`config.mk`:
```
export PLATFORM = sky130hd
export DESIGN_NAME = seg_scan_display
export DESIGN_NICKNAME = d
export VERILOG_FILES = /design/src/rtl/seg_disp_pkg.sv /design/src/rtl/seg7_decode.sv /design/src/rtl/seg_scan_display.sv
export SDC_FILE = /design/constraint.sdc
export NUM_CORES = 1
export LEC_CHECK = 0
export BUFFER_PORTS_ARGS = -buffer_cell sky130_fd_sc_hd__buf_2
export CAP_MARGIN = 25
export CELL_PAD_IN_SITES_DETAIL_PLACEMENT = 0
export CELL_PAD_IN_SITES_GLOBAL_PLACEMENT = 1
export CORE_AREA = 3 3 107 135
export DETAILED_ROUTE_END_ITERATION = 10
export DIE_AREA = 0 0 110 138
export PLACE_DENSITY = 0.57
export SYNTH_ARGS = -nofsm -noshare
export SYNTH_HDL_FRONTEND = slang
export SYNTH_SLANG_ARGS = --single-unit
export TNS_END_PERCENT = 10
```
`constraint.sdc`:
```
create_clock -name clk -period 2.9 [get_ports clk]
set_input_delay 0.29 -clock clk [delete_from_list [all_inputs] [get_ports clk]]
set_output_delay 0.29 -clock clk [all_outputs]
set_load 0.05 [all_outputs]
```
`src/rtl/seg_disp_pkg.sv`:
```
// rtl/seg_disp_pkg.sv - shared constants for the seven-segment display path
//
// Purpose: digit code values, active-low segment patterns {g,f,e,d,c,b,a}
//          and blink phase encodings shared by the scan driver and decoder.
package seg_disp_pkg;

    localparam logic [3:0] CODE_DASH = 4'hA;
    localparam logic [6:0] SEG_BLANK = 7'h7F;

    localparam logic [6:0] seg7_0    = 7'b1000000;
    localparam logic [6:0] seg7_1    = 7'b1111001;
    localparam logic [6:0] seg7_2    = 7'b0100100;
    localparam logic [6:0] seg7_3    = 7'b0110000;
    localparam logic [6:0] seg7_4    = 7'b0011001;
    localparam logic [6:0] seg7_5    = 7'b0010010;
    localparam logic [6:0] seg7_6    = 7'b0000010;
    localparam logic [6:0] seg7_7    = 7'b1111000;
    localparam logic [6:0] seg7_8    = 7'b0000000;
    localparam logic [6:0] seg7_9    = 7'b0010000;
    localparam logic [6:0] seg7_dash = 7'b0111111;

    localparam logic PHASE_VISIBLE = 1'b0;
    localparam logic PHASE_HIDDEN  = 1'b1;

endpackage

```
`src/rtl/seg7_decode.sv`:
```
// rtl/seg7_decode.sv - 4-bit digit code to active-low seven-segment pattern
//
// Purpose: combinational decoder; 0-9 give digits, 4'hA a dash, the rest blank.
// Ports:   code - 4-bit digit code
//          seg  - segments {g,f,e,d,c,b,a}, active-low
module seg7_decode
    import seg_disp_pkg::*;
(
    input  logic [3:0] code,
    output logic [6:0] seg
);

    always_comb begin
        seg = SEG_BLANK;
        case (code)
            4'd0:      seg = seg7_0;
            4'd1:      seg = seg7_1;
            4'd2:      seg = seg7_2;
            4'd3:      seg = seg7_3;
            4'd4:      seg = seg7_4;
            4'd5:      seg = seg7_5;
            4'd6:      seg = seg7_6;
            4'd7:      seg = seg7_7;
            4'd8:      seg = seg7_8;
            4'd9:      seg = seg7_9;
            CODE_DASH: seg = seg7_dash;
            default:   seg = SEG_BLANK;
        endcase
    end

endmodule

```
`src/rtl/seg_scan_display.sv`:
```
// rtl/seg_scan_display.sv - 8-digit multiplexed seven-segment driver with blink
//
// Purpose: scans one digit per SCAN_DIV cycles, decodes its code, blanks the
//          anodes for BLANK_CYC cycles at each slot start and hides digits
//          selected by which_shine during the hidden half of the blink period.
// Ports:   clk, reset (async, active-high)
//          led1Number..led8Number - digit codes, led1Number is rightmost
//          point       - per-digit decimal point, active-low
//          which_shine - per-digit blink select
//          is_shine    - global blink enable
//          an          - digit enables, active-low (bit i = digit i+1)
//          seg         - segments {g,f,e,d,c,b,a}, active-low
//          dp          - decimal point, active-low
module seg_scan_display
    import seg_disp_pkg::*;
#(
    parameter int SCAN_DIV  = 100_000,
    parameter int BLINK_DIV = 50_000_000,
    parameter int BLANK_CYC = 2
) (
    input  logic       clk,
    input  logic       reset,
    input  logic [3:0] led1Number,
    input  logic [3:0] led2Number,
    input  logic [3:0] led3Number,
    input  logic [3:0] led4Number,
    input  logic [3:0] led5Number,
    input  logic [3:0] led6Number,
    input  logic [3:0] led7Number,
    input  logic [3:0] led8Number,
    input  logic [7:0] point,
    input  logic [7:0] which_shine,
    input  logic       is_shine,
    output logic [7:0] an,
    output logic [6:0] seg,
    output logic       dp
);

    localparam int SCAN_W  = (SCAN_DIV  > 1) ? $clog2(SCAN_DIV)  : 1;
    localparam int BLINK_W = (BLINK_DIV > 1) ? $clog2(BLINK_DIV) : 1;

    localparam logic [SCAN_W-1:0]  SCAN_LAST  = SCAN_W'(SCAN_DIV - 1);
    localparam logic [SCAN_W-1:0]  BLANK_END  = SCAN_W'(BLANK_CYC);
    localparam logic [BLINK_W-1:0] BLINK_LAST = BLINK_W'(BLINK_DIV - 1);

    logic [2:0]         digit_idx;
    logic [SCAN_W-1:0]  scan_cnt;
    logic [BLINK_W-1:0] blink_cnt;
    logic               phase;

    logic [3:0] cur_code;
    logic [6:0] cur_seg;
    logic       blank_slot;
    logic       blink_off;

    always_comb begin
        cur_code = led1Number;
        case (digit_idx)
            3'd0: cur_code = led1Number;
            3'd1: cur_code = led2Number;
            3'd2: cur_code = led3Number;
            3'd3: cur_code = led4Number;
            3'd4: cur_code = led5Number;
            3'd5: cur_code = led6Number;
            3'd6: cur_code = led7Number;
            3'd7: cur_code = led8Number;
            default: cur_code = led1Number;
        endcase
    end

    seg7_decode u_decode (
        .code (cur_code),
        .seg  (cur_seg)
    );

    // Anodes stay dark briefly after each digit switch so the previous
    // digit's segment drive cannot ghost onto the new one.
    assign blank_slot = (scan_cnt < BLANK_END);
    assign blink_off  = is_shine & which_shine[digit_idx] & (phase == PHASE_HIDDEN);

    always_ff @(posedge clk or posedge reset) begin
        if (reset) begin
            scan_cnt  <= '0;
            digit_idx <= 3'd0;
        end else if (scan_cnt == SCAN_LAST) begin
            scan_cnt  <= '0;
            digit_idx <= digit_idx + 3'd1;
        end else begin
            scan_cnt  <= scan_cnt + SCAN_W'(1);
        end
    end

    // Holding the counter at zero while blinking is off makes every entry
    // into set mode begin with a full visible half-period.
    always_ff @(posedge clk or posedge reset) begin
        if (reset) begin
            blink_cnt <= '0;
            phase     <= PHASE_VISIBLE;
        end else if (!is_shine) begin
            blink_cnt <= '0;
            phase     <= PHASE_VISIBLE;
        end else if (blink_cnt == BLINK_LAST) begin
            blink_cnt <= '0;
            phase     <= ~phase;
        end else begin
            blink_cnt <= blink_cnt + BLINK_W'(1);
        end
    end

    always_ff @(posedge clk or posedge reset) begin
        if (reset) begin
            an  <= 8'hFF;
            seg <= SEG_BLANK;
            dp  <= 1'b1;
        end else begin
            an  <= (blank_slot || blink_off) ? 8'hFF : ~(8'd1 << digit_idx);
            seg <= cur_seg;
            dp  <= point[digit_idx];
        end
    end

endmodule

```
# Word-level counts from Yosys, hierarchy flattened
# Memory sizes are Yosys's and may differ from the RTL's. A register that Yosys moved wholly into a read port is not among the register bits.
# Cells that the tools add are included.
# word_totals
elab_cells	40
mem_count	1
mem_bits_ro	112
regBits	56
# op_classes
n_addsub	3
n_reduce_logical	2
n_eq_ne	10
mux	11
order_cmp	2
n_bitwise	4
n_shift	1
# mem_list
memory	depth	word_bits	read_ports	rd_ports_with_merged_regs	wr	line_no	source
(name not given)	16	7	1	1	0	seg7_decode.sv:15	case (code)
# ops
cell	n
26-bit 2-to-1 mux	2
4-bit case mux with 8 select lines	1
26-bit by 1-bit adder with 26-bit output, second input constant	1
26-bit == test, second input constant	1
17-bit by 1-bit adder with 17-bit output, second input constant	1
17-bit == test, second input constant	1
17-bit by 2-bit less-than comparator with 1-bit output, second input constant	1
17-bit 2-to-1 mux	1
3-bit == test, second input constant	4
8-bit 2-to-1 mux	1
8-bit NOT	1
1-bit by 3-bit << shifter with 8-bit output, first input constant	1
1-bit binary-select mux with 3-bit select	2
3-bit by 2-bit == test with 1-bit output, second input constant	2
3-bit by 4-bit less-than comparator with 1-bit output, second input constant	1
1-bit 2-to-1 mux	4
3-bit by 1-bit adder with 3-bit output, second input constant	1
3-bit by 1-bit == test with 1-bit output, second input constant	1
3-bit logical NOT	1
1-bit AND	2
2-bit by 1-bit inequality test with 1-bit output, second input constant	1
1-bit logical OR	1
1-bit NOT	1

# Longest topological paths before layout
# logic_depth
word_depth	6
mapped_depth	11
depth_no_buf	9

# Modules after synthesis
# From an unflattened synthesis, not the netlist that was laid out.
# unflattened
hier_cells	346
hier_area_um2	3437.0
# modules_own_cells
mod	area_each_um2	cells_each	seq_area_each_um2	instances
seg_scan_display	3210.6	313	1596.5	1
seg7_decode	226.5	33	0.0	1

# Worst setup path after synthesis
# OpenSTA, ideal clock, no wires.
# synth_path
path_kind	register to register
from	reg digit_idx[0]
to	reg seg[0]
arrival_time_ns	2.613
path_stages_with_launch	9
setup_time_ns	0.065
slack_ns	0.221
path_buffers	1
cell_sequence	dfrtp_1 clkbuf_1 inv_1 ha_1 or4_4 or2_4 a31oi_4 or4b_1 nand3_1
# synth_between
elab_chain_cells	2
# synth_lines
element	line_no	source
start: declaration	seg_scan_display.sv:46	logic [2:0] digit_idx;
start signal: assignment	seg_scan_display.sv:87	digit_idx <= digit_idx + 3'd1;
3-bit == test, or another cell as far along	seg_scan_display.sv:58	case (digit_idx)
4-bit case mux with 8 select lines (*)	seg_scan_display.sv:58	
end: declaration	seg_scan_display.sv:35	output logic [6:0] seg,
# Every way passes the cells marked *; elsewhere a longest branch is shown, timed or not.
# A chain may end at the register's enable or synchronous reset.

# Worst setup path after layout
# layout_path
from	reg digit_idx[1]
to	reg seg[1]
# The elaborated chain is that of the path after synthesis.

==> flow_summary.ini <==
[clock_tree]
cts_tree = built
cts_inserted_buffers = 9
cts_setup_buffers = 0
clk_root_buffer_cell = clkbuf_16
ctsResizeCount = 0
path_clk_slew_ns = 0.05
cts_hold_buf = 0
htreeDepth = 3
clk_latency_ns = 0.32
clockBufferDepth = 2
cts_sinks = 63

[yosys]
synth_area_um2 = 3289
ys_top_cells_by_area = dfrtp_1, dfstp_2, xor2_1, nor2_1, xnor2_1
synth_area_per_cell_um2 = 10.25
synth_largest_area_cell = dfrtp_1
synthesis.nets = 383
synth_seq_area_share = 0.4854
ys_ff_latch = 63
synthDistinctLibCells = 44
synth_top_area_share = 0.3576
yosysWarnings = 0
synthCells = 321

[floorplan]
die_w_um = 110
die_y_um = 138
core_region_area_um2 = 13230
io_pins = 67
dieArea_um2 = 15180
start_util = 0.2486
rows = 47

[global_route]
grt.total_usage = 0.1147
grt_pass1_wl_mm = 13.86
overflow = 0
antenna_found_initial = 0
grt_pass1_vias = 2815
grt_max_degree = 39

[critical_path]
end_kind = flip-flop
cp_cell_sequence = ha_1, ha_1, or4_4, or2_4, a31oi_2, ha_1, o21ai_0
critPathKind = flip-flop to flip-flop
slowest_delay_ns = 0.54
critical_path_required_ns = 3.14
path_max_fanout = 8
cp-start-kind = flip-flop
reg2reg_slack_ns = 0.20
crit_arrival_ns = 2.94
crit_path_frequent_cell = ha_1
critPathSlowestCell = or4_4

[drt]
vias_per_cell = 4.524
drt_iter0_markers = 113
dr.pass1.iters = 6
routed_wl_mm = 8.029
ant_nets = 0
num_vias = 2615
drc_errors = 0
routedWlPerCell_um = 13.89

[sta]
fin_skew_ns = 0.008329
tns_ns = 0
finalSetupViolCount = 0
max-slew-margin-rel = 0.4993
rsz0062_at_grt = false
maxSlewViolCount = 0
finalCriticalPeriod_ns = 2.699
fmax_ghz = 0.3705
finalHoldViolations = 0
worst_slack_ns = 0.2007
fin_crit_sh = 0.9308
worst_pin_slew_ns = 0.7511

[final_layout]
multi_input_area_um2 = 1613
n_fill_cell = 1382
regArea_um2 = 1597
area_delta_synth_final_pct = 27.35
nets = 464
diodes = 0
layout-drive-gt1-share = 0.3096

[pwr]
peakVddDrop_uv = 235.1
pwr-share-comb = 0.073
internal_power_w = 0.001630
p_leak_nw = 1.825
seqPwrFrac = 0.433
power_density_nw_per_um2 = 499.1
clockPowerShare = 0.494
p_sw_frac = 0.2202
total_power_w = 0.002091
p_sw_w = 0.0004603

[flow_run]
max-cap-violations = 0

[run_status]
status = completed

[placement]
place.gp.congestion = 0.7816
dp_hpwl_mm = 6.171
dp_slack_ns = 0.2068
port_buffers = 66

[hold_path]
worst_hold_path_type = primary input to async pin
through the flow:
step	hold WS (ns)	util	instances	instance area (um^2)
floorplan	0.4186	-	321	3289
global placement	0.4126	0.2946	562	3897
detailed placement	0.4164	0.2946	562	3897
CTS	0.07280	0.3166	578	4189
global route	0.1017	0.3166	578	4189
finish	0.04766	0.3166	578	4189
critical path: cells and delay by family, from the launching register on:
kind            cells  cell delay [ns]
compound gates      2             0.49
fa+ha+maj           3             0.84
flops               1             0.46
simple gates        2             0.82
kinds of logic (layout without fill, tap and decap cells):
family	Yosys count	after routing	synth area share
buf+inv	18	104	0.02434
fa+ha+maj	11	11	0.04184
simple gates	152	152	0.2267
flops	63	63	0.4854
mux	8	8	0.04108
compound gates	28	28	0.07151
xor+xnor	41	41	0.1092
registers in the layout (all words and copies together), names as in the netlist:
register and flops:
an 8, seg 7, phase 1, dp 1
digit_idx 3, scan_cnt 17, blink_cnt 26
area by class of cell:
class / instances / share of cell area
Tap cell: 171 / 0.05108
Timing Repair Buffer: 79 / 0.1051
Inverter: 9 / 0.008065
Sequential cell: 63 / 0.3811
Multi-Input combinational cell: 240 / 0.3850
Clock buffer: 16 / 0.06959
cells in the final DEF, fill, tap and decap left out, drive strengths merged, types with 2 or more instances in the layout:
cell,count
a31oi,5
nor4,5
or4,2
nand3,22
nand2,35
clkbuf,16
a221oi,3
a21oi,2
inv,9
and4,3
dfrtp,47
or2,3
ha,11
xnor2,17
buf,79
a22o,7
dfstp,16
nand4,14
and2,3
or4b,2
xor2,24
mux2,4
nor2b,3
mux4,4
o21ai,5
and3,4
nor3,11
nor2,43
final timing paths:
kind | start | end | cells after the start
max | digit_idx[1] | seg[1] | 7
min | reset | blink_cnt[22] | 2
max reg2reg | digit_idx[1] | seg[1] | 7
min reg2reg | scan_cnt[0] | scan_cnt[0] | 1
max in group asynchronous | reset | an[5] | 3
min in group clk | is_shine | phase | 2
routing by layer:
metal	global-route usage	part of all wire
met5	0	0
met4	0.04334	0.015
met3	0.02565	0.029
met2	0.2014	0.54
met1	0.1329	0.42
cells in the mapped netlist (all sizes together):
master and count:
a211oi 1, a21oi 2, a221o 1, a221oi 3, a222oi 1, a22o 7, a2bb2oi 1, a31oi 5
a32oi 1, and2 3, and3 4, and4 3, buf 6, clkbuf 3, dfrtp 47, dfstp 16
ha 11, inv 9, mux2 4, mux4 4, nand2 35, nand2b 1, nand3 22, nand4 14
nor2 43, nor2b 3, nor3 11, nor3b 1, nor4 5, o21ai 5, o2bb2ai 1, or2 3
or4 2, or4b 2, xnor2 17, xor2 24
power groups by stage:
stage                     logic [W]  registers, W  clock network, W
after floorplan           0.0000548      0.000956                 0
after global placement     0.000156      0.000920                 0
after detailed placement   0.000156      0.000921                 0
after CTS                  0.000156      0.000906           0.00106
after global routing       0.000168      0.000907           0.00111
final                      0.000152      0.000906           0.00103
Note: power is estimated with default switching activity, not from simulation.
